**src/rtl/fir_out_requant_decim.sv**
```systemverilog
// FIR output conditioning: warm-up discard, decimation, Q30->Q15
// round/saturate, and a small output FIFO with sticky status flags.
module fir_out_requant_decim #(
  parameter int IN_W       = 32,
  parameter int OUT_W      = 16,
  parameter int SHIFT      = 15,
  parameter int DECIM      = 2,
  parameter int WARMUP     = 20,
  parameter int FIFO_DEPTH = 8
) (
  input  logic                          clk,
  input  logic                          reset,
  input  logic                          in_valid,
  input  logic [IN_W-1:0]               in_data,
  output logic                          out_valid,
  input  logic                          out_ready,
  output logic [OUT_W-1:0]              out_data,
  output logic [$clog2(FIFO_DEPTH):0]   fifo_level,
  output logic                          sat_flag,
  output logic                          ovf_flag,
  input  logic                          clear_flags
);

  localparam int AW = $clog2(FIFO_DEPTH);
  localparam int CW = (WARMUP > 0) ? $clog2(WARMUP + 1) : 1;
  localparam int PW = (DECIM > 1) ? $clog2(DECIM) : 1;

  localparam logic [0:0] S_WARM = 1'b0;
  localparam logic [0:0] S_RUN  = 1'b1;
  localparam logic [0:0] S_INIT = (WARMUP == 0) ? S_RUN : S_WARM;

  localparam logic signed [IN_W:0] RND  = (IN_W+1)'(1) << (SHIFT - 1);
  localparam logic signed [IN_W:0] MAXV = (IN_W+1)'((1 << (OUT_W - 1)) - 1);
  localparam logic signed [IN_W:0] MINV = ~MAXV;

  localparam logic [OUT_W-1:0] POS_SAT = {1'b0, {(OUT_W-1){1'b1}}};
  localparam logic [OUT_W-1:0] NEG_SAT = ~POS_SAT;

  logic [0:0]    r_state;
  logic [CW-1:0] r_wcnt;
  logic [PW-1:0] r_phase;
  logic          w_keep;

  assign w_keep = in_valid && (r_state == S_RUN) && (r_phase == '0);

  always_ff @(posedge clk) begin
    if (reset) begin
      r_state <= S_INIT;
      r_wcnt  <= '0;
      r_phase <= '0;
    end else if (in_valid) begin
      if (r_state == S_WARM) begin
        if (r_wcnt == CW'(WARMUP - 1)) begin
          r_state <= S_RUN;
          r_wcnt  <= '0;
        end else begin
          r_wcnt <= r_wcnt + CW'(1);
        end
      end else begin
        r_phase <= (r_phase == PW'(DECIM - 1)) ? '0 : r_phase + PW'(1);
      end
    end
  end

  // one extra bit keeps the half-up rounding add from wrapping
  logic signed [IN_W:0] w_s1_sum;
  logic signed [IN_W:0] r_s1_d;
  logic                 r_s1_v;

  assign w_s1_sum = $signed({in_data[IN_W-1], in_data}) + RND;

  always_ff @(posedge clk) begin
    if (reset) begin
      r_s1_v <= 1'b0;
      r_s1_d <= '0;
    end else begin
      r_s1_v <= w_keep;
      r_s1_d <= w_s1_sum >>> SHIFT;
    end
  end

  logic             w_hi;
  logic             w_lo;
  logic             w_sat;
  logic [OUT_W-1:0] w_s2_d;
  logic [OUT_W-1:0] r_s2_d;
  logic             r_s2_v;

  assign w_hi   = r_s1_d > MAXV;
  assign w_lo   = r_s1_d < MINV;
  assign w_sat  = r_s1_v && (w_hi || w_lo);
  assign w_s2_d = w_hi ? POS_SAT :
                  w_lo ? NEG_SAT : r_s1_d[OUT_W-1:0];

  always_ff @(posedge clk) begin
    if (reset) begin
      r_s2_v <= 1'b0;
      r_s2_d <= '0;
    end else begin
      r_s2_v <= r_s1_v;
      r_s2_d <= w_s2_d;
    end
  end

  logic [OUT_W-1:0] r_mem [FIFO_DEPTH];
  logic [AW:0]      r_wptr;
  logic [AW:0]      r_rptr;
  logic [AW:0]      w_level;
  logic             w_empty;
  logic             w_full;
  logic             w_pop;
  logic             w_push;
  logic             w_drop;

  assign w_level = r_wptr - r_rptr;
  assign w_empty = (r_wptr == r_rptr);
  assign w_full  = (w_level == (AW+1)'(FIFO_DEPTH));
  assign w_pop   = !w_empty && out_ready;
  // a full FIFO still accepts a push when the head leaves the same cycle
  assign w_push  = r_s2_v && (!w_full || w_pop);
  assign w_drop  = r_s2_v && w_full && !w_pop;

  always_ff @(posedge clk) begin
    if (w_push) begin
      r_mem[r_wptr[AW-1:0]] <= r_s2_d;
    end
  end

  always_ff @(posedge clk) begin
    if (reset) begin
      r_wptr <= '0;
      r_rptr <= '0;
    end else begin
      if (w_push) r_wptr <= r_wptr + (AW+1)'(1);
      if (w_pop)  r_rptr <= r_rptr + (AW+1)'(1);
    end
  end

  logic r_sat;
  logic r_ovf;

  always_ff @(posedge clk) begin
    if (reset) begin
      r_sat <= 1'b0;
      r_ovf <= 1'b0;
    end else begin
      r_sat <= w_sat  | (r_sat & ~clear_flags);
      r_ovf <= w_drop | (r_ovf & ~clear_flags);
    end
  end

  assign out_valid  = !w_empty;
  assign out_data   = w_empty ? '0 : r_mem[r_rptr[AW-1:0]];
  assign fifo_level = w_level;
  assign sat_flag   = r_sat;
  assign ovf_flag   = r_ovf;

endmodule

```
**config.mk**
```make
export PLATFORM = sky130hd
export DESIGN_NAME = fir_out_requant_decim
export DESIGN_NICKNAME = d
export VERILOG_FILES = /design/src/rtl/fir_out_requant_decim.sv
export SDC_FILE = /design/constraint.sdc
export NUM_CORES = 1
export LEC_CHECK = 0
export BUFFER_PORTS_ARGS = -buffer_cell sky130_fd_sc_hd__buf_2
export CORE_ASPECT_RATIO = 1.75
export CORE_UTILIZATION = 53
export DETAILED_ROUTE_END_ITERATION = 7
export PLACE_DENSITY = 0.75
export REMOVE_ABC_BUFFERS = 1
export SYNTH_ARGS = -nofsm -noshare
export SYNTH_HDL_FRONTEND = slang
export SYNTH_SLANG_ARGS = --single-unit
```
**constraint.sdc**
```tcl
create_clock -name clk -period 3.17 [get_ports clk]
set_input_delay 0.317 -clock clk [delete_from_list [all_inputs] [get_ports clk]]
set_output_delay 0.317 -clock clk [all_outputs]
set_load 0.02 [all_outputs]
```
# Word-level counts from Yosys, hierarchy flattened
# Memories as Yosys holds them, arrays and structs flattened. A register that Yosys moved wholly into a read port is not among the register bits.
# Index checks and enable logic that the tools add are counted.
[totals]
ff_bits = 53
latch_bits = 0
mem_bits_rw = 128
romBits = 0
input_bits = 37
out_inout_bits = 23
word_cells = 57
n_memories = 1
[op_classes]
addsub = 6
mul = 0
n_div = 0
n_lt_le_gt_ge = 2
eq_ne = 3
shifts = 0
muxes = 11
n_bitwise = 7
n_reduce_logical = 15
[memory_table]
columns = ["memory", "words", "width", "read_ports", "rd_ports_with_merged_regs", "write_ports", "line_no", "source"]
rows = [
  ["r_mem", 8, 16, 1, 1, 1, "105", "logic [OUT_W-1:0] r_mem [FIFO_DEPTH];"],
]
[op_table]
columns = ["cell", "count"]
rows = [
  ["adder 32 x 16 -> 33 bit, second input constant", 1],
  ["2-to-1 mux 16 bit", 2],
  ["> comparator 18 x 16 -> 1 bit, second input constant", 1],
  ["less-than comparator 18 x 16 -> 1 bit, second input constant", 1],
  ["2-to-1 mux 15 bit", 1],
  ["adder 4 x 1 -> 4 bit, second input constant", 2],
  ["logical AND 1 bit", 7],
  ["2-to-1 mux 3 bit", 2],
  ["adder 5 x 1 -> 5 bit, second input constant", 1],
  ["== test 5 bit, second input constant", 1],
  ["2-to-1 mux 1 bit", 5],
  ["2-to-1 mux 5 bit", 1],
  ["== test 4 bit", 1],
  ["== test 4 bit, second input constant", 1],
  ["AND reduction 2 bit", 2],
  ["subtractor 4 bit", 1],
  ["zero test 1 bit", 3],
  ["NOT 1 bit", 3],
  ["AND 1 bit", 2],
  ["logical OR 1 bit", 2],
  ["bitwise OR 1 bit", 2],
  ["OR reduction 2 bit", 1],
  ["adder 1 bit, second input constant", 1],
]

# Longest topological paths before layout
# Gate-level depths: netlist of run 1.
[logic_depth]
depth_word = 7
ltp_mapped = 8

# Worst setup path after synthesis of run 1
# OpenSTA, ideal clock, no wires.
[synth_timing]
path_kind = "register to register"
startpoint = "reg r_wptr[0]"
endpoint = "mem r_mem[4][0] (enable)"
setup_ns = 0.409
arrival_time_ns = 2.961
slack_ns = -0.200
stages_incl_launch_ff = 9
synth_period_minus_slack_ns = 3.370
cell_sequence = "dfxtp_1 > inv_1 > ha_1 > fa_1 > xor2_1 > nand3_1 > o41ai_4 > or2_2 > nor3_1"
[synth_between]
elab_chain_cells = 7
[synth_lines]
columns = ["item", "line_no", "source"]
rows = [
  ["from (decl)", "106", "logic [AW:0] r_wptr;"],
  ["from (signal assigned)", "134", "if (w_push) r_wptr <= r_wptr + (AW+1)'(1);"],
  ["subtractor 4 bit or == test 4 bit (tied branches)", "115, 116", ""],
  ["== test 4 bit or zero test 1 bit (tied branches)", "117, 118", ""],
  ["zero test 1 bit or logical AND 1 bit (tied branches)", "120, 118", ""],
  ["logical OR 1 bit", "120", "assign w_push = r_s2_v && (!w_full || w_pop);"],
  ["logical AND 1 bit", "120", ""],
  ["2-to-1 mux 1 bit", "124", "if (w_push) begin"],
  ["2-to-1 mux 1 bit (not written as such)", "125", "r_mem[r_wptr[AW-1:0]] <= r_s2_d;"],
  ["to (decl)", "105", ""],
]
# Parallel ways exist; a longest one is shown, timed or not.

# Worst setup path after layout of run 1
[layout_timing]
startpoint = "reg r_wptr[0]"
endpoint = "mem r_mem[1][8] (enable)"
# The elaborated chain is that of the path after synthesis.

==> results.py, run 1 <==
metrics = {
    "status": {
        "status": "finished, final reports clean",
    },
    "clock_tree": {
        "cts_num_sinks": 184,
        "cts_resized": 0,
        "clk_pin_slew_ns": 0.06,
        "htreeDepth": 4,
        "cts_buffer_depth": 2,
        "worstSkewPairLatency_ns": 0.42,
        "cts_hold_buf": 0,
        "cts_tree": "yes",
        "cts_setup_buffers": 0,
        "cts_root_buffer": "clkbuf_16",
        "cts-buffers-inserted": 17,
    },
    "critical_path": {
        "max_stage_delay_ns": 0.47,
        "crit_slowest_cell": "dfxtp_1",
        "end_kind": "flop",
        "crit_path_start_kind": "flop",
        "critPathRequiredTime_ns": 3.33,
        "crit_family": "adder cells",
        "path_buf_inv": 2,
        "path_class": "flop to flop",
        "worstPathArrival_ns": 3.08,
        "cp_cell_sequence": "inv_1 -> ha_1 -> fa_1 -> xor2_1 -> nand3_1 -> o41ai_4 -> nand2b_1 -> nor2_1 -> buf_4",
        "crit_fanout": 16,
    },
    "route": {
        "antenna_left": 0,
        "drtIter0Drc": 180,
        "wl_per_cell_um": 18.5,
        "routed-via-count": 3861,
        "drtPass1Iterations": 4,
        "drc": 0,
        "wl_mm": 12.8,
        "viasPerCell": 5.58,
    },
    "pwr": {
        "switching_share_pct": 19.6,
        "p_switching_mw": 0.948,
        "pwr_density_cell_nw_per_um2": 590,
        "power_frac_comb_pct": 1.6,
        "power_frac_seq_pct": 54.8,
        "internal_power_mw": 3.88,
        "p_leak_nw": 2.68,
        "clkPwrFrac_pct": 43.6,
        "vdd_ir_drop_max_mv": 0.427,
    },
    "grt": {
        "gr-usage-all-layers_pct": 21.0,
        "grt_pass1_vias": 3983,
        "grt_max_degree": 41,
        "grt_overflow": 0,
        "antenna_found_initial": 0,
        "grt_pass1_wl_mm": 20.6,
    },
    "logic_synthesis": {
        "synth-xor-area-share_pct": 2.83,
        "synth.avg_cell_area_sq_um": 15.9,
        "syn_inst": 445,
        "synthAdderAreaFrac_pct": 1.52,
        "ys_ff_latch": 184,
        "synthArstFlopShare_pct": 0,
        "seq_area_frac_synth_pct": 70.2,
        "synth_area_sq_um": 7080,
        "synth-simple-area-share_pct": 7.43,
        "synth_flop_cell": "edfxtp_1",
        "synth.area.mux_share_pct": 12.7,
        "synth_edf_count": 128,
        "ys_types": 33,
        "synth_top_family_by_area": "multiplexers",
        "synth_compound_area_share_pct": 3.78,
        "yosys_warnings": 0,
    },
    "die": {
        "die_w_um": 89.3,
        "die_y_um": 155,
        "num_rows": 55,
        "core-area_sq_um": 13000,
        "num_io_pins": 60,
        "start_util_pct": 54.4,
        "design.die.area_sq_um": 13800,
    },
    "layout": {
        "multi_input_area_sq_um": 2020,
        "regArea_sq_um": 4970,
        "syn2layout_area_growth_pct": 15.6,
        "utilization_pct": 62.9,
        "fillCellCount": 924,
        "diodes": 0,
        "final_layout_size_suffix_gt1_share_pct": 25.1,
        "nets": 553,
    },
    "timing": {
        "min_period_over_period_pct": 92.2,
        "fin_tns_setup_ns": 0,
        "slew_violations": 0,
        "max_slew_margin_pct": 34.3,
        "fin_crit_ns": 2.92,
        "hold_viol": 0,
        "worstMarginPinSlew_ns": 0.982,
        "fmax_mhz": 342,
        "rsz0062_at_grt": "no",
        "clock_skew_ns": 0.0113,
        "setup_viol_count_final": 0,
    },
    "placed_design": {
        "port_buffers": 45,
        "hpwl_mm": 8.21,
        "place.gp.congestion": 0.740,
    },
    "hold_path": {
        "min_path_type": "primary input to flop",
    },
    "job": {
        "drv_cap": 0,
    },
}
-- cell usage after synthesis (all sizes together) (6+ instances only) --
| cell type | count | area (sq um) |
|---|---|---|
| nor3 | 6 | 30.0 |
| nand2 | 15 | 56.3 |
| clkbuf | 11 | 41.3 |
| xor2 | 13 | 121 |
| edfxtp | 128 | 3840 |
| o21a | 16 | 120 |
| o21ai | 6 | 30.0 |
| a21oi | 14 | 73.8 |
| inv | 12 | 45.0 |
| dfxtp | 56 | 1120 |
| mux2i | 18 | 180 |
| xnor2 | 9 | 78.8 |
| ha | 7 | 87.6 |
| nand3 | 10 | 50.1 |
| nor2 | 56 | 210 |
| mux4 | 32 | 721 |
-- path summary, 6_finish.rpt --
path         slack, ns  cells after the start               endpoint              startpoint
max               0.25                      9  r_mem[1][8]$_DFFE_PP_  r_wptr[0]$_SDFFE_PP0P_
min               0.15                      3  r_s1_d[17]$_SDFF_PP0_             in_data[31]
min reg2reg       0.44                      1  r_s2_d[11]$_SDFF_PP0_   r_s1_d[11]$_SDFF_PP0_
max reg2reg       0.25                      9  r_mem[1][8]$_DFFE_PP_  r_wptr[0]$_SDFFE_PP0P_
-- per-layer routing --
layer	GRT usage, %	routed length [um]	up-vias
li1	-	-	1789
met1	23.8	4860	1914
met2	36.4	6960	127
met3	4.54	533	31
met4	10.4	465	0
met5	0	0	-
-- state kept, by name, summed over array words and instances, names as in the netlist, 4 cells and up, named ones only --
register,flops
r_mem,128
r_rptr,4
r_s1_d,18
r_s2_d,16
r_wcnt,5
r_wptr,4
-- worst reg2reg max path, delay by kind of cell (launching register included) --
kind	cells	cell delay, ns
fa+ha+maj	2	0.64
simple gates	3	0.51
flops	1	0.47
buf+inv	2	0.40
compound gates	1	0.40
xor+xnor	1	0.21
-- layout by cell type, fill, tap and decap left out, types with 2 or more instances in the layout --
cell	synthesis	final
inv_1	12	12
nand4_1	5	5
buf_4	0	15
nand2_1	15	15
bufinv_16	0	3
o21ai_0	6	6
or3_1	4	4
clkinvlp_4	0	4
ha_1	7	7
nor2b_1	5	5
nor3_1	6	3
nand2b_1	4	4
nor2_1	56	56
dfxtp_1	56	55
clkinv_2	0	3
inv_6	0	3
nand3_1	10	10
a21oi_1	13	13
mux2i_1	18	18
nor3_2	0	3
xor2_1	12	12
buf_2	3	45
and3_1	4	4
o21a_1	16	16
edfxtp_1	128	128
mux4_2	32	32
and4_1	2	2
xnor2_1	9	9
clkbuf_16	0	17
-- stage by stage --
stage	worst slack (ns)	hold WS [ns]	std cells	cell area (sq um)	power, mW
6_report	0.249	0.147	692	8180	4.83
5_1_grt	0.161	0.154	692	8180	4.95
4_1_cts	0.272	0.138	692	8180	4.85
3_5_place_dp	0.318	0.424	660	7580	2.77
3_3_place_gp	0.458	0.424	660	7580	2.76
2_1_floorplan	-0.200	0.386	429	7010	2.72
-- cell type report --
class / instances / share of cell area [%]
clock inverter: 15 / 2.13
clock buffer: 17 / 5.20
sequential: 184 / 60.7
multi-input combinational: 233 / 24.7
timing repair buffer: 60 / 4.13
tap: 171 / 2.62
inverter: 12 / 0.551
-- power groups by stage --
| stage | logic [mW] | clock network, mW | registers (mW) |
|---|---|---|---|
| after floorplan | 0.0417 | 0 | 2.68 |
| after global placement | 0.0744 | 0 | 2.69 |
| after detailed placement | 0.0779 | 0 | 2.69 |
| after CTS | 0.0785 | 2.13 | 2.64 |
| after global routing | 0.0886 | 2.22 | 2.65 |
| final | 0.0772 | 2.11 | 2.64 |
-- cell families after synthesis --
group | after synthesis
fa+ha+maj | 8
buf+inv | 28
compound gates | 39
flops | 184
simple gates | 114
xor+xnor | 22
mux | 50
Note: power is estimated with default switching activity, not from simulation.
==> run 2: changes to the inputs <==
- PLACE_DENSITY: 0.75 -> 0.71
==> results.py, run 2 (synthesized netlist as in run 1, its figures left out) <==
metrics = {
    "route": {
        "wl_per_cell_um": 18.1,
        "routed-via-count": 3799,
        "drc": 0,
        "drtIter0Drc": 207,
        "wl_mm": 12.5,
        "drtPass1Iterations": 5,
        "viasPerCell": 5.50,
        "antenna_left": 0,
    },
    "timing": {
        "fin_crit_ns": 2.77,
        "worst_slack_ns": 0.404,
        "min_period_over_period_pct": 87.3,
        "setup_viol_count_final": 0,
        "slew_violations": 0,
        "clock_skew_ns": 0.0102,
        "worstMarginPinSlew_ns": 0.961,
        "rsz0062_at_grt": "no",
        "max_slew_margin_pct": 35.7,
        "hold_viol": 0,
        "fmax_mhz": 361,
        "hold-worst-slack_ns": 0.156,
    },
    "die": {
        "design.die.area_sq_um": 13800,
        "die_w_um": 89.3,
        "start_util_pct": 54.4,
        "core-area_sq_um": 13000,
        "num_rows": 55,
        "die_y_um": 155,
        "num_io_pins": 60,
    },
    "critical_path": {
        "cp_cell_sequence": "inv_1 -> ha_1 -> fa_1 -> xor2_1 -> nand3_1 -> o41ai_4 -> nand2b_1 -> nor2_1 -> buf_4",
        "path_class": "flop to flop",
        "critPathRequiredTime_ns": 3.32,
        "crit_slowest_cell": "dfxtp_1",
        "worstPathArrival_ns": 2.92,
        "max_stage_delay_ns": 0.43,
        "crit_fanout": 16,
        "end_kind": "flop",
        "worstRegToRegCells": 9,
        "crit_path_start_kind": "flop",
    },
    "clock_tree": {
        "clk_pin_slew_ns": 0.06,
        "cts_num_sinks": 184,
        "cts_setup_buffers": 0,
        "worstSkewPairLatency_ns": 0.42,
        "cts_hold_buf": 0,
        "cts_resized": 0,
        "cts-buffers-inserted": 17,
        "htreeDepth": 4,
        "cts_buffer_depth": 2,
        "cts_tree": "yes",
        "cts_root_buffer": "clkbuf_16",
    },
    "layout": {
        "diodes": 0,
        "final_layout_size_suffix_gt1_share_pct": 24.6,
        "nets": 552,
        "final_cell_mix": "edfxtp_1 (128), nor2_1 (56), dfxtp_1 (55)",
        "instances_no_fill": 691,
        "largest_reg_flops": 128,
        "layout_commonest_cell": "edfxtp_1",
        "fin_area_sq_um": 8190,
        "syn2layout_area_growth_pct": 15.8,
        "utilization_pct": 63.0,
    },
    "hold_path": {
        "hold_depth": 3,
        "min_path_type": "primary input to flop",
    },
    "status": {
        "status": "finished, final reports clean",
    },
    "placed_design": {
        "place.gp.congestion": 0.742,
        "place_area_sq_um": 7580,
        "pre_cts_ws_ns": 0.402,
        "port_buffers": 45,
        "hpwl_mm": 7.99,
        "dp.cells": 659,
    },
    "pwr": {
        "vdd_ir_drop_max_mv": 0.424,
        "pwr_density_cell_nw_per_um2": 590,
        "p_leak_nw": 2.68,
    },
    "grt": {
        "grt_max_degree": 41,
        "antenna_found_initial": 0,
        "grt_pass1_wl_mm": 20.1,
        "grt_overflow": 0,
        "gr-usage-all-layers_pct": 20.6,
        "grt_pass1_vias": 3923,
    },
    "job": {
        "drv_cap": 0,
    },
}
[run 2: cell types whose count changed in the layout (fill, tap and decap cells not counted), sizes merged]
cell,delta
buf,-1
clkinv,-2
clkbuf,+4
inv,-3
clkinvlp,+1
[run 2: final timing paths]
check	from	end	slack [ns]
worst min register to register	r_s1_d[5]$_SDFF_PP0_	r_s2_d[5]$_SDFF_PP0_	0.45
worst max-delay path	r_wptr[0]$_SDFFE_PP0P_	r_mem[1][4]$_DFFE_PP_	0.40
worst max register to register	r_wptr[0]$_SDFFE_PP0P_	r_mem[1][4]$_DFFE_PP_	0.40
worst min-delay path	in_data[31]	r_s1_d[17]$_SDFF_PP0_	0.16
[run 2: per-stage QoR]
stage / setup TNS (ns) / power (mW)
floorplan: -6.28 / 2.72
global placement: 0 / 2.77
detailed placement: 0 / 2.77
CTS: 0 / 4.86
global route: 0 / 4.97
finish: 0 / 4.84
[run 2: area by class of cell]
| type | count | area, sq um |
|---|---|---|
| inverter | 12 | 45.0 |
| tap | 171 | 214 |
| fill | 944 | 4810 |
| clock inverter | 11 | 149 |
| clock buffer | 21 | 460 |
| sequential | 184 | 4970 |
| timing repair buffer | 59 | 343 |
| multi-input combinational | 233 | 2020 |
[run 2: critical path: cells and delay by family (launching register included)]
| kind | cells | cell delay [ns] |
|---|---|---|
| adder cells (fa/ha/maj) | 2 | 0.63 |
| AND/OR/NAND/NOR | 3 | 0.50 |
| XOR/XNOR | 1 | 0.20 |
| flip-flops | 1 | 0.43 |
| buffers and inverters | 2 | 0.37 |
| AO/OA/AOI/OAI | 1 | 0.36 |
[run 2: per-layer routing]
layer | wire (um) | GRT usage [%] | vias to the layer above
li1 | - | - | 1789
met1 | 4700 | 22.4 | 1899
met3 | 355 | 5.07 | 22
met5 | 0 | 0 | -
met4 | 345 | 8.47 | 0
met2 | 7140 | 37.3 | 89
[run 2: where the power goes]
group | total (mW) | internal, mW | switching (mW)
Clock | 2.11 | 1.28 | 0.833
Sequential | 2.64 | 2.60 | 0.0384
Combinational | 0.0784 | 0.0338 | 0.0446
==> run 3: changes to the inputs <==
- CORE_UTILIZATION: 53 -> 40
- PLACE_DENSITY: 0.71 -> 0.55
- clock period: 3.17 -> 2.5 ns (I/O delays scaled with it)
==> results.py, run 3 (synthesized netlist as in run 1, its figures left out) <==
metrics = {
    "clock_tree": {
        "cts_num_sinks": 184,
        "cts-buffers-inserted": 17,
        "cts_hold_buf": 0,
        "htreeDepth": 4,
        "cts_root_buffer": "clkbuf_16",
        "worstSkewPairLatency_ns": 0.43,
        "clk_pin_slew_ns": 0.07,
        "cts_buffer_depth": 2,
        "cts_tree": "yes",
    },
    "hold_path": {
        "holdPathEnd": "r_s1_d[17]$_SDFF_PP0_",
        "min_from": "in_data[31]",
        "min_path_type": "primary input to flop",
        "hold_depth": 3,
    },
    "placed_design": {
        "place.gp.congestion": 0.737,
        "hpwl_mm": 8.58,
        "place_area_sq_um": 7850,
        "dp.cells": 727,
        "pre_cts_ws_ns": -0.0540,
        "port_buffers": 45,
    },
    "die": {
        "num_rows": 64,
        "core-area_sq_um": 17400,
        "start_util_pct": 40.7,
        "design.die.area_sq_um": 18200,
        "die_y_um": 178,
        "num_io_pins": 60,
        "die_w_um": 103,
    },
    "route": {
        "antenna_left": 0,
        "wl_mm": 12.8,
        "wl_per_cell_um": 16.8,
        "drtPass1Iterations": 4,
        "drc": 0,
        "routed-via-count": 3761,
        "viasPerCell": 4.94,
        "drtIter0Drc": 108,
    },
    "timing": {
        "min_period_over_period_pct": 94.7,
        "max_slew_margin_pct": 36.0,
        "worst_slack_ns": 0.131,
        "slew_violations": 0,
        "fmax_mhz": 422,
        "worstMarginPinSlew_ns": 0.956,
        "setup_viol_count_final": 0,
        "clock_skew_ns": 0.0118,
        "rsz0062_at_grt": "no",
        "hold-worst-slack_ns": 0.0860,
        "hold_viol": 0,
        "fin_crit_ns": 2.37,
    },
    "critical_path": {
        "crit_slowest_cell": "dfxtp_2",
        "critPathRequiredTime_ns": 2.25,
        "reg2reg_to": "r_mem[2][7]$_DFFE_PP_",
        "ff2ff_setup_slack_ns": 0.14,
        "crit_path_start_kind": "flop",
        "max_stage_delay_ns": 0.54,
        "path_class": "flop to output port",
        "end_kind": "output port",
        "crit_family": "multiplexers",
        "path_buf_inv": 2,
        "r2r-start": "r_wptr[0]$_SDFFE_PP0P_",
        "worstRegToRegCells": 9,
        "crit_fanout": 14,
        "worstPathArrival_ns": 2.12,
        "cp_cell_sequence": "buf_12 -> mux4_2 -> mux2i_1 -> nor2_1 -> buf_2",
    },
    "pwr": {
        "vdd_ir_drop_max_mv": 0.485,
        "p_leak_nw": 2.78,
        "pwr_density_cell_nw_per_um2": 703,
    },
    "layout": {
        "layout_commonest_cell": "edfxtp_1",
        "final_layout_size_suffix_gt1_share_pct": 27.5,
        "nets": 562,
        "instances_no_fill": 761,
        "fin_area_sq_um": 8450,
        "utilization_pct": 48.6,
        "largest_reg_flops": 128,
        "final_cell_mix": "edfxtp_1 (128), dfxtp_1 (55), nor2_1 (54)",
        "syn2layout_area_growth_pct": 19.5,
        "diodes": 0,
    },
    "grt": {
        "grt_overflow": 0,
        "antenna_found_initial": 0,
        "grt_pass1_wl_mm": 20.4,
        "gr-usage-all-layers_pct": 15.6,
        "grt_pass1_vias": 3917,
        "grt_max_degree": 33,
    },
    "status": {
        "status": "finished, final reports clean",
    },
    "job": {
        "drv_cap": 0,
    },
}
run 3: changes by cell type in the layout (fill, tap and decap cells not counted), sizes merged:
cell	delta
buf	+10
clkinv	+2
bufinv	-2
clkinvlp	-5
clkbuf	-2
inv	+7
run 3: layer usage:
metal	global-route usage, %	share of wire, %	vias to the layer above
met2	28.8	59	68
met4	6.07	1.3	0
li1	-	-	1814
met3	3.54	2.7	9
met5	0	0	-
met1	16.8	37	1870
run 3: final cells by class:
class	count	area (sq um)
timing repair buffer	69	543
clock inverter	13	108
inverter	12	45.0
fill	1519	8920
tap	231	289
sequential	184	4970
multi-input combinational	233	2060
clock buffer	19	447
run 3: through the flow:
| stage | TNS (ns) | total power, mW |
|---|---|---|
| 2_1_floorplan | -66.12 | 3.45 |
| 3_3_place_gp | -0.299 | 3.51 |
| 3_5_place_dp | -0.664 | 3.52 |
| 4_1_cts | 0 | 6.01 |
| 5_1_grt | 0 | 6.12 |
| 6_report | 0 | 5.94 |
run 3: repair_timing:
action | CTS | global route
gates resized for setup | 3 | 6
cloned | 0 | 0
pin swaps | 0 | 1
endpoints found under the setup margin | 47 | 128
buffers inserted | 0 | 2
run 3: power by group:
part,internal (mW),switching (mW),total [mW]
sequential,3.30,0.0470,3.35
clock,1.37,1.12,2.49
combinational,0.0451,0.0564,0.102
run 3: worst register-to-register path, cell delays in order (launching register included):
cell and delay, ns:
dfxtp_1 0.33, inv_1 0.06, ha_1 0.22, fa_1 0.41, xor2_2 0.22, nand3_2 0.12, o41ai_4 0.29, nand2b_4 0.22
nor2_1 0.08, buf_12 0.16
run 3: worst max path at each step:
stage	from	endpoint	slack, ns	cells past startpoint
finish	flop	out_data[5]	0.13	5
global route	flop	out_data[5]	0.003	5
CTS	r_wptr[0]$_SDFFE_PP0P_	r_mem[4][2]$_DFFE_PP_	0.009	9
detailed placement	r_wptr[0]$_SDFFE_PP0P_	r_mem[6][13]$_DFFE_PP_	-0.05	9
global placement	r_wptr[0]$_SDFFE_PP0P_	r_mem[6][13]$_DFFE_PP_	-0.03	9
floorplan	r_wptr[0]$_SDFFE_PP0P_	r_mem[4][0]$_DFFE_PP_	-0.87	8
